==> config.mk <==
export PLATFORM = sky130hd
export DESIGN_NAME = raster_index_gen_flat
export DESIGN_NICKNAME = d
export VERILOG_FILES = /design/src/rtl/raster_index_gen_pkg.sv /design/src/rtl/raster_index_gen_if.sv /design/src/rtl/raster_index_gen_axis_wrap_counter.sv /design/src/rtl/raster_index_gen.sv /design/src/flat_wrapper.sv
export SDC_FILE = /design/constraint.sdc
export NUM_CORES = 1
export LEC_CHECK = 0
export CAP_MARGIN = 30
export CORE_MARGIN = 2
export CORE_UTILIZATION = 52
export DETAILED_ROUTE_END_ITERATION = 7
export GPL_TIMING_DRIVEN = 0
export PLACE_DENSITY_LB_ADDON = 0.12
export SLEW_MARGIN = 20
export SYNTH_ARGS = -nofsm -noshare
export SYNTH_HDL_FRONTEND = slang
export SYNTH_SLANG_ARGS = --single-unit
==> constraint.sdc <==
create_clock -name clk -period 3.4 [get_ports clk]
set_clock_uncertainty 0.1 [all_clocks]
set_input_delay 0.68 -clock clk [delete_from_list [all_inputs] [get_ports clk]]
set_output_delay 0.68 -clock clk [all_outputs]
set_load 0.005 [all_outputs]
==> src/rtl/raster_index_gen_pkg.sv <==
// raster_pkg: shared types and default dimensions for the raster index
// generator.
//   state_t     : scan controller state (IDLE, SCAN)
//   DEF_COL_W   : default column index width
//   DEF_ROW_W   : default row index width
//   DEF_WIN     : default filter window size (odd)
package raster_pkg;

  typedef enum logic {
    IDLE = 1'b0,
    SCAN = 1'b1
  } state_t;

  localparam int DEF_COL_W = 6;
  localparam int DEF_ROW_W = 6;
  localparam int DEF_WIN   = 3;

endpackage

==> src/rtl/raster_index_gen_if.sv <==
// raster_index_gen_if: coordinate stream from the index generator to the
// window buffer / filter core.
//   out_valid : coordinate and flags are valid
//   out_ready : consumer accepts the current coordinate
//   col, row  : pixel coordinate
//   sof, eol, eof, border : frame-position flags
// master = generator side, slave = consumer side.
interface raster_index_gen_if
  import raster_pkg::*;
#(
  parameter int COL_W = DEF_COL_W,
  parameter int ROW_W = DEF_ROW_W
);

  logic             out_valid;
  logic             out_ready;
  logic [COL_W-1:0] col;
  logic [ROW_W-1:0] row;
  logic             sof;
  logic             eol;
  logic             eof;
  logic             border;

  modport master (
    output out_valid, col, row, sof, eol, eof, border,
    input  out_ready
  );

  modport slave (
    input  out_valid, col, row, sof, eol, eof, border,
    output out_ready
  );

endinterface

==> src/rtl/raster_index_gen_axis_wrap_counter.sv <==
// axis_wrap_counter: one axis of the raster scan. Counts 0..last and wraps
// back to 0 on an increment taken while at last.
//   clk, rst : clock, synchronous active-high reset
//   inc      : advance by one (wrapping at last)
//   clr      : force to 0 (priority over inc)
//   last     : last index of this axis
//   value    : current index
//   at_last  : value == last
module axis_wrap_counter
  import raster_pkg::*;
#(
  parameter int W = DEF_COL_W
) (
  input  logic         clk,
  input  logic         rst,
  input  logic         inc,
  input  logic         clr,
  input  logic [W-1:0] last,
  output logic [W-1:0] value,
  output logic         at_last
);

  logic [W-1:0] r_value;
  logic         w_at_last;

  assign w_at_last = (r_value == last);

  // Wrap happens at last, so the W-bit increment never overflows.
  always_ff @(posedge clk) begin
    if (rst || clr) begin
      r_value <= '0;
    end else if (inc) begin
      r_value <= w_at_last ? '0 : r_value + W'(1);
    end
  end

  assign value   = r_value;
  assign at_last = w_at_last;

endmodule

==> src/rtl/raster_index_gen.sv <==
// raster_index_gen: registered raster-scan (col,row) generator with
// runtime frame size, valid/ready output stream and single-shot or
// continuous frame modes.
//   clk, rst     : clock, synchronous active-high reset
//   start        : begin a frame (IDLE only)
//   abort        : terminate scan, back to IDLE (highest priority)
//   cont_mode    : 1 = wrap into the next frame at eof, 0 = stop
//   cfg_last_col : last column index, latched at frame start
//   cfg_last_row : last row index, latched at frame start
//   stream       : coordinate stream (out_valid/out_ready, col, row, flags)
//   busy         : scanning
//   done         : one-cycle pulse after a single-shot frame completes
module raster_index_gen
  import raster_pkg::*;
#(
  parameter int COL_W = DEF_COL_W,
  parameter int ROW_W = DEF_ROW_W,
  parameter int WIN   = DEF_WIN
) (
  input  logic              clk,
  input  logic              rst,
  input  logic              start,
  input  logic              abort,
  input  logic              cont_mode,
  input  logic [COL_W-1:0]  cfg_last_col,
  input  logic [ROW_W-1:0]  cfg_last_row,
  raster_index_gen_if.master stream,
  output logic              busy,
  output logic              done
);

  localparam int R = WIN / 2;

  state_t           r_state;
  state_t           w_state_next;
  logic [COL_W-1:0] r_last_col;
  logic [ROW_W-1:0] r_last_row;
  logic             r_done;

  logic             w_valid;
  logic             w_start;
  logic             w_xfer;
  logic             w_eof_xfer;
  logic             w_relatch;
  logic             w_clr;
  logic [COL_W-1:0] w_col;
  logic [ROW_W-1:0] w_row;
  logic             w_col_last;
  logic             w_row_last;
  logic             w_border;

  assign w_valid    = (r_state == SCAN);
  assign w_start    = (r_state == IDLE) && start && !abort;
  assign w_xfer     = w_valid && stream.out_ready && !abort;
  assign w_eof_xfer = w_xfer && w_col_last && w_row_last;
  // Dimensions are picked up only at a frame boundary.
  assign w_relatch  = w_start || (w_eof_xfer && cont_mode);
  assign w_clr      = abort || w_start;

  axis_wrap_counter #(.W(COL_W)) u_col_cnt (
    .clk     (clk),
    .rst     (rst),
    .inc     (w_xfer),
    .clr     (w_clr),
    .last    (r_last_col),
    .value   (w_col),
    .at_last (w_col_last)
  );

  axis_wrap_counter #(.W(ROW_W)) u_row_cnt (
    .clk     (clk),
    .rst     (rst),
    .inc     (w_xfer && w_col_last),
    .clr     (w_clr),
    .last    (r_last_row),
    .value   (w_row),
    .at_last (w_row_last)
  );

  // State register
  always_ff @(posedge clk) begin
    if (rst) begin
      r_state <= IDLE;
    end else begin
      r_state <= w_state_next;
    end
  end

  // Next-state logic; abort overrides start and transfers.
  always_comb begin
    w_state_next = r_state;
    if (abort) begin
      w_state_next = IDLE;
    end else begin
      case (r_state)
        IDLE:    if (start) w_state_next = SCAN;
        SCAN:    if (w_eof_xfer && !cont_mode) w_state_next = IDLE;
        default: w_state_next = IDLE;
      endcase
    end
  end

  always_ff @(posedge clk) begin
    if (rst) begin
      r_last_col <= '0;
      r_last_row <= '0;
      r_done     <= 1'b0;
    end else begin
      if (w_relatch) begin
        r_last_col <= cfg_last_col;
        r_last_row <= cfg_last_row;
      end
      r_done <= w_eof_xfer && !cont_mode;
    end
  end

  // Border test as idx + R > last in one extra bit, which is the
  // underflow-free form of idx > last - R.
  assign w_border = ({1'b0, w_col} < (COL_W+1)'(R))
                 || (({1'b0, w_col} + (COL_W+1)'(R)) > {1'b0, r_last_col})
                 || ({1'b0, w_row} < (ROW_W+1)'(R))
                 || (({1'b0, w_row} + (ROW_W+1)'(R)) > {1'b0, r_last_row});

  // Output logic
  always_comb begin
    stream.out_valid = w_valid;
    stream.col       = w_col;
    stream.row       = w_row;
    stream.sof       = (w_col == '0) && (w_row == '0);
    stream.eol       = w_col_last;
    stream.eof       = w_col_last && w_row_last;
    stream.border    = w_border;
    busy             = w_valid;
    done             = r_done;
  end

endmodule

==> src/flat_wrapper.sv <==
// flat-port wrapper written by rule: the top's interface ports become plain ports
module raster_index_gen_flat import raster_pkg::*;
#(
  parameter int COL_W = DEF_COL_W,
  parameter int ROW_W = DEF_ROW_W,
  parameter int WIN   = DEF_WIN
)
  (clk, rst, start, abort, cont_mode, cfg_last_col, cfg_last_row, busy, done, stream_out_valid, stream_col, stream_row, stream_sof, stream_eol, stream_eof, stream_border, stream_out_ready);
  raster_index_gen_if #(.COL_W(COL_W), .ROW_W(ROW_W)) stream_i ();
  input  logic clk;
  input  logic rst;
  input  logic start;
  input  logic abort;
  input  logic cont_mode;
  input  logic [COL_W-1:0] cfg_last_col;
  input  logic [ROW_W-1:0] cfg_last_row;
  output logic busy;
  output logic done;
  output wire logic [$bits(stream_i.out_valid)-1:0] stream_out_valid;
  output wire logic [$bits(stream_i.col)-1:0] stream_col;
  output wire logic [$bits(stream_i.row)-1:0] stream_row;
  output wire logic [$bits(stream_i.sof)-1:0] stream_sof;
  output wire logic [$bits(stream_i.eol)-1:0] stream_eol;
  output wire logic [$bits(stream_i.eof)-1:0] stream_eof;
  output wire logic [$bits(stream_i.border)-1:0] stream_border;
  input wire logic [$bits(stream_i.out_ready)-1:0] stream_out_ready;
  assign stream_out_valid = stream_i.out_valid;
  assign stream_col = stream_i.col;
  assign stream_row = stream_i.row;
  assign stream_sof = stream_i.sof;
  assign stream_eol = stream_i.eol;
  assign stream_eof = stream_i.eof;
  assign stream_border = stream_i.border;
  assign stream_i.out_ready = stream_out_ready;
  raster_index_gen #(.COL_W(COL_W), .ROW_W(ROW_W), .WIN(WIN)) u_core (.clk(clk), .rst(rst), .start(start), .abort(abort), .cont_mode(cont_mode), .cfg_last_col(cfg_last_col), .cfg_last_row(cfg_last_row), .stream(stream_i), .busy(busy), .done(done));
endmodule
==> metrics.yaml <==
antenna_cells: 0
regToRegSetupSlack_ns: 1.22
syn2layout_area_growth_pct: 34.2
cts_tree: "done"
synth_area_leaders: "dfxtp_1 (28%), ha_1 (12%), nand2b_1 (8.3%)"
antenna_found_initial: 0
maxCapViolations: 0
ys_seq_elements: 26
drt-initial-drc-count: 92
synth_edf_count: 0
synth_top_area_cell: "dfxtp_1"
relSlewSlack_pct: 68.6
cts-buffers-inserted: 3
critPathCaptureType: "primary output"
critPathLaunch: "u_core.u_col_cnt.value[2]"
cp_max_fo: 4
grt_pass1_wl_um: 7400
layout-drive-gt1-share_pct: 16.3
io_buffers: 36
overflow: 0
clockRootBuffer: "clkbuf_4"
ys_seq_area_share_pct: 27.7
num_rows: 21
fin_setup_tns_ns: 0
drc_errors: 0
cp.arrival_ns: 2.54
final_max_slew_viol_count: 0
fin_total_pwr_w: 0.000685
vias: 1735
drt_wl_total_um: 4390
dp_slack_ns: -0.187
crit_type: "flip-flop to primary output"
ys_async_sr_fraction_pct: 0
io_pins: 37
netlist_area_um2: 1880
cts_sinks: 26
start_util_pct: 55.1
holdPathStages: 2
finalCritPeriodShare_pct: 97.8
hold_ws_ns: 0.395
min_from: "u_core.r_last_row[0]"
netlist-cell-type-count: 36
cp.required_ns: 2.62
outcome: "finished clean"
core_area_um2: 3420
die_y_um: 64.1
yosysWarnings: 0
syn-instance-count: 230
dieArea_um2: 4110
peakVddDrop_mv: 0.173
cp-start-kind: "flip-flop"
p_leak_nw: 1.08
cts_max_path_buffers: 2
hold_violations: 0
p_per_area_nw_per_um2: 272
viasPerCell: 5.39
grt.total_usage_pct: 22.9
rr_startpoint: "u_core.u_col_cnt.value[0]"
fin_area_um2: 2520
finalCriticalPeriod_ns: 3.32
die_w_um: 64.1
clk_latency_ns: 0.34
cts-hold-fix-buffers: 0
r2r_cells: 7
fin_nets: 313
tightest_slew_ns: 0.472
dpl_cell_area_um2: 2300
yosysTopAreaCellShare_pct: 27.7
htreeDepth: 1
dpl.hpwl_um: 3240
first_global_vias: 1670
ant_nets: 0
setup_ws_ns: 0.0752
synth_flop_cell: "dfxtp_1"
syn-num-nets: 266
timing.hold.worst.class: "flip-flop to flip-flop"
grt_max_degree: 16
routedWlPerCell_um: 13.6
clk_pin_slew_ns: 0.16
max_freq_mhz: 301
rr_endpoint: "u_core.u_col_cnt.value[4]"
min_to: "u_core.r_last_row[0]"
avgSynthCellArea_um2: 8.18
finalSetupViolCount: 0
dr.pass1.iters: 5
gp_congestion: 0.856
==> worst max-delay path by stage <==
stage	endpoint	slack, ns	cells past startpoint
after floorplan	stream_border	0.49	9
after global placement	stream_border	-0.18	10
after detailed placement	stream_border	-0.19	10
after CTS	stream_eof	0.03	7
after global routing	stream_border	-0.02	9
final	stream_border	0.08	10
==> worst max-delay path, stage by stage, from the launching register on <==
cell and delay [ns]:
dfxtp_2 0.37, buf_6 0.11, nand3_4 0.09, or2_4 0.27, xnor2_2 0.14, ha_1 0.33, nand3_2 0.09, o21bai_4 0.12
a21oi_2 0.08, or4_1 0.47, buf_2 0.14
==> what timing repair did <==
| action | CTS | global route |
|---|---|---|
| buffers inserted | 4 | 3 |
| endpoints found under the setup margin | 1 | 2 |
| gates resized for setup | 23 | 13 |
| pin swaps | 2 | 3 |
==> Yosys cell counts, drive strengths merged (6+ instances only) <==
master and count:
xor2 13, ha 18, nor2 12, mux2i 12
clkbuf 6, nand2b 25, inv 15, nand4 7
buf 8, dfxtp 26, nor3 6, nand3 10
nand2 19, o21ai 10, a21oi 14
==> per-stage QoR <==
step,std cells,util [%]
floorplan,230,-
global placement,312,67.3
detailed placement,312,67.3
CTS,320,71.9
global route,322,73.9
finish,322,73.9
==> area by class of cell <==
type	instances	area [um^2]
inverter	16	60.1
tap	46	57.6
buffer	13	82.6
fill	272	892
sequential	26	537
clock inverter	1	30.0
clock buffer	3	22.5
multi-input combinational	174	1330
timing repair buffer	43	408
==> cell families after synthesis <==
family | count (synthesis) | share of synthesized area [%]
AO/OA/AOI/OAI | 33 | 10.8
XOR/XNOR | 18 | 8.38
adder cells (fa/ha/maj) | 18 | 12.0
buffers and inverters | 30 | 7.25
flip-flops | 26 | 27.7
multiplexers | 12 | 6.39
AND/OR/NAND/NOR | 93 | 27.5
==> cells in the final DEF, fill, tap and decap left out, drive strengths merged, types with 2 or more instances in the layout <==
master,instances
nor3,6
or2,2
xor2,13
clkbuf,8
nand2,19
a21o,2
a21oi,14
xnor2,5
dfxtp,26
nor2b,2
a32o,3
clkdlybuf4s50,35
nor2,12
o21ai,10
inv,15
ha,18
nand4,7
buf,16
mux2i,12
nand2b,25
nand3,10
nor4,5
==> sequential cells by signal (all words and copies together), names as in the netlist <==
signal                  count
u_core.busy                 1
u_core.r_last_row           6
u_core.u_col_cnt.value      6
u_core.r_last_col           6
u_core.done                 1
u_core.u_row_cnt.value      6
==> layer usage <==
layer / global-route usage, % / up-vias / routed length (um) / share of wire (%)
li1: - / 872 / - / -
met5: 0 / - / 0 / 0
met4: 10.9 / 0 / 110 / 2.5
met1: 30.1 / 794 / 2040 / 47
met3: 3.35 / 10 / 222 / 5.1
met2: 36.8 / 59 / 2010 / 46
==> report_power, final <==
part	internal, W	total [W]	leakage (nW)	switching, W
clock	0.000119	0.000224	0.0279	0.000105
combinational	0.0000715	0.000142	0.838	0.0000708
sequential	0.000310	0.000319	0.215	0.00000847
(Power assumes the default switching activity.)
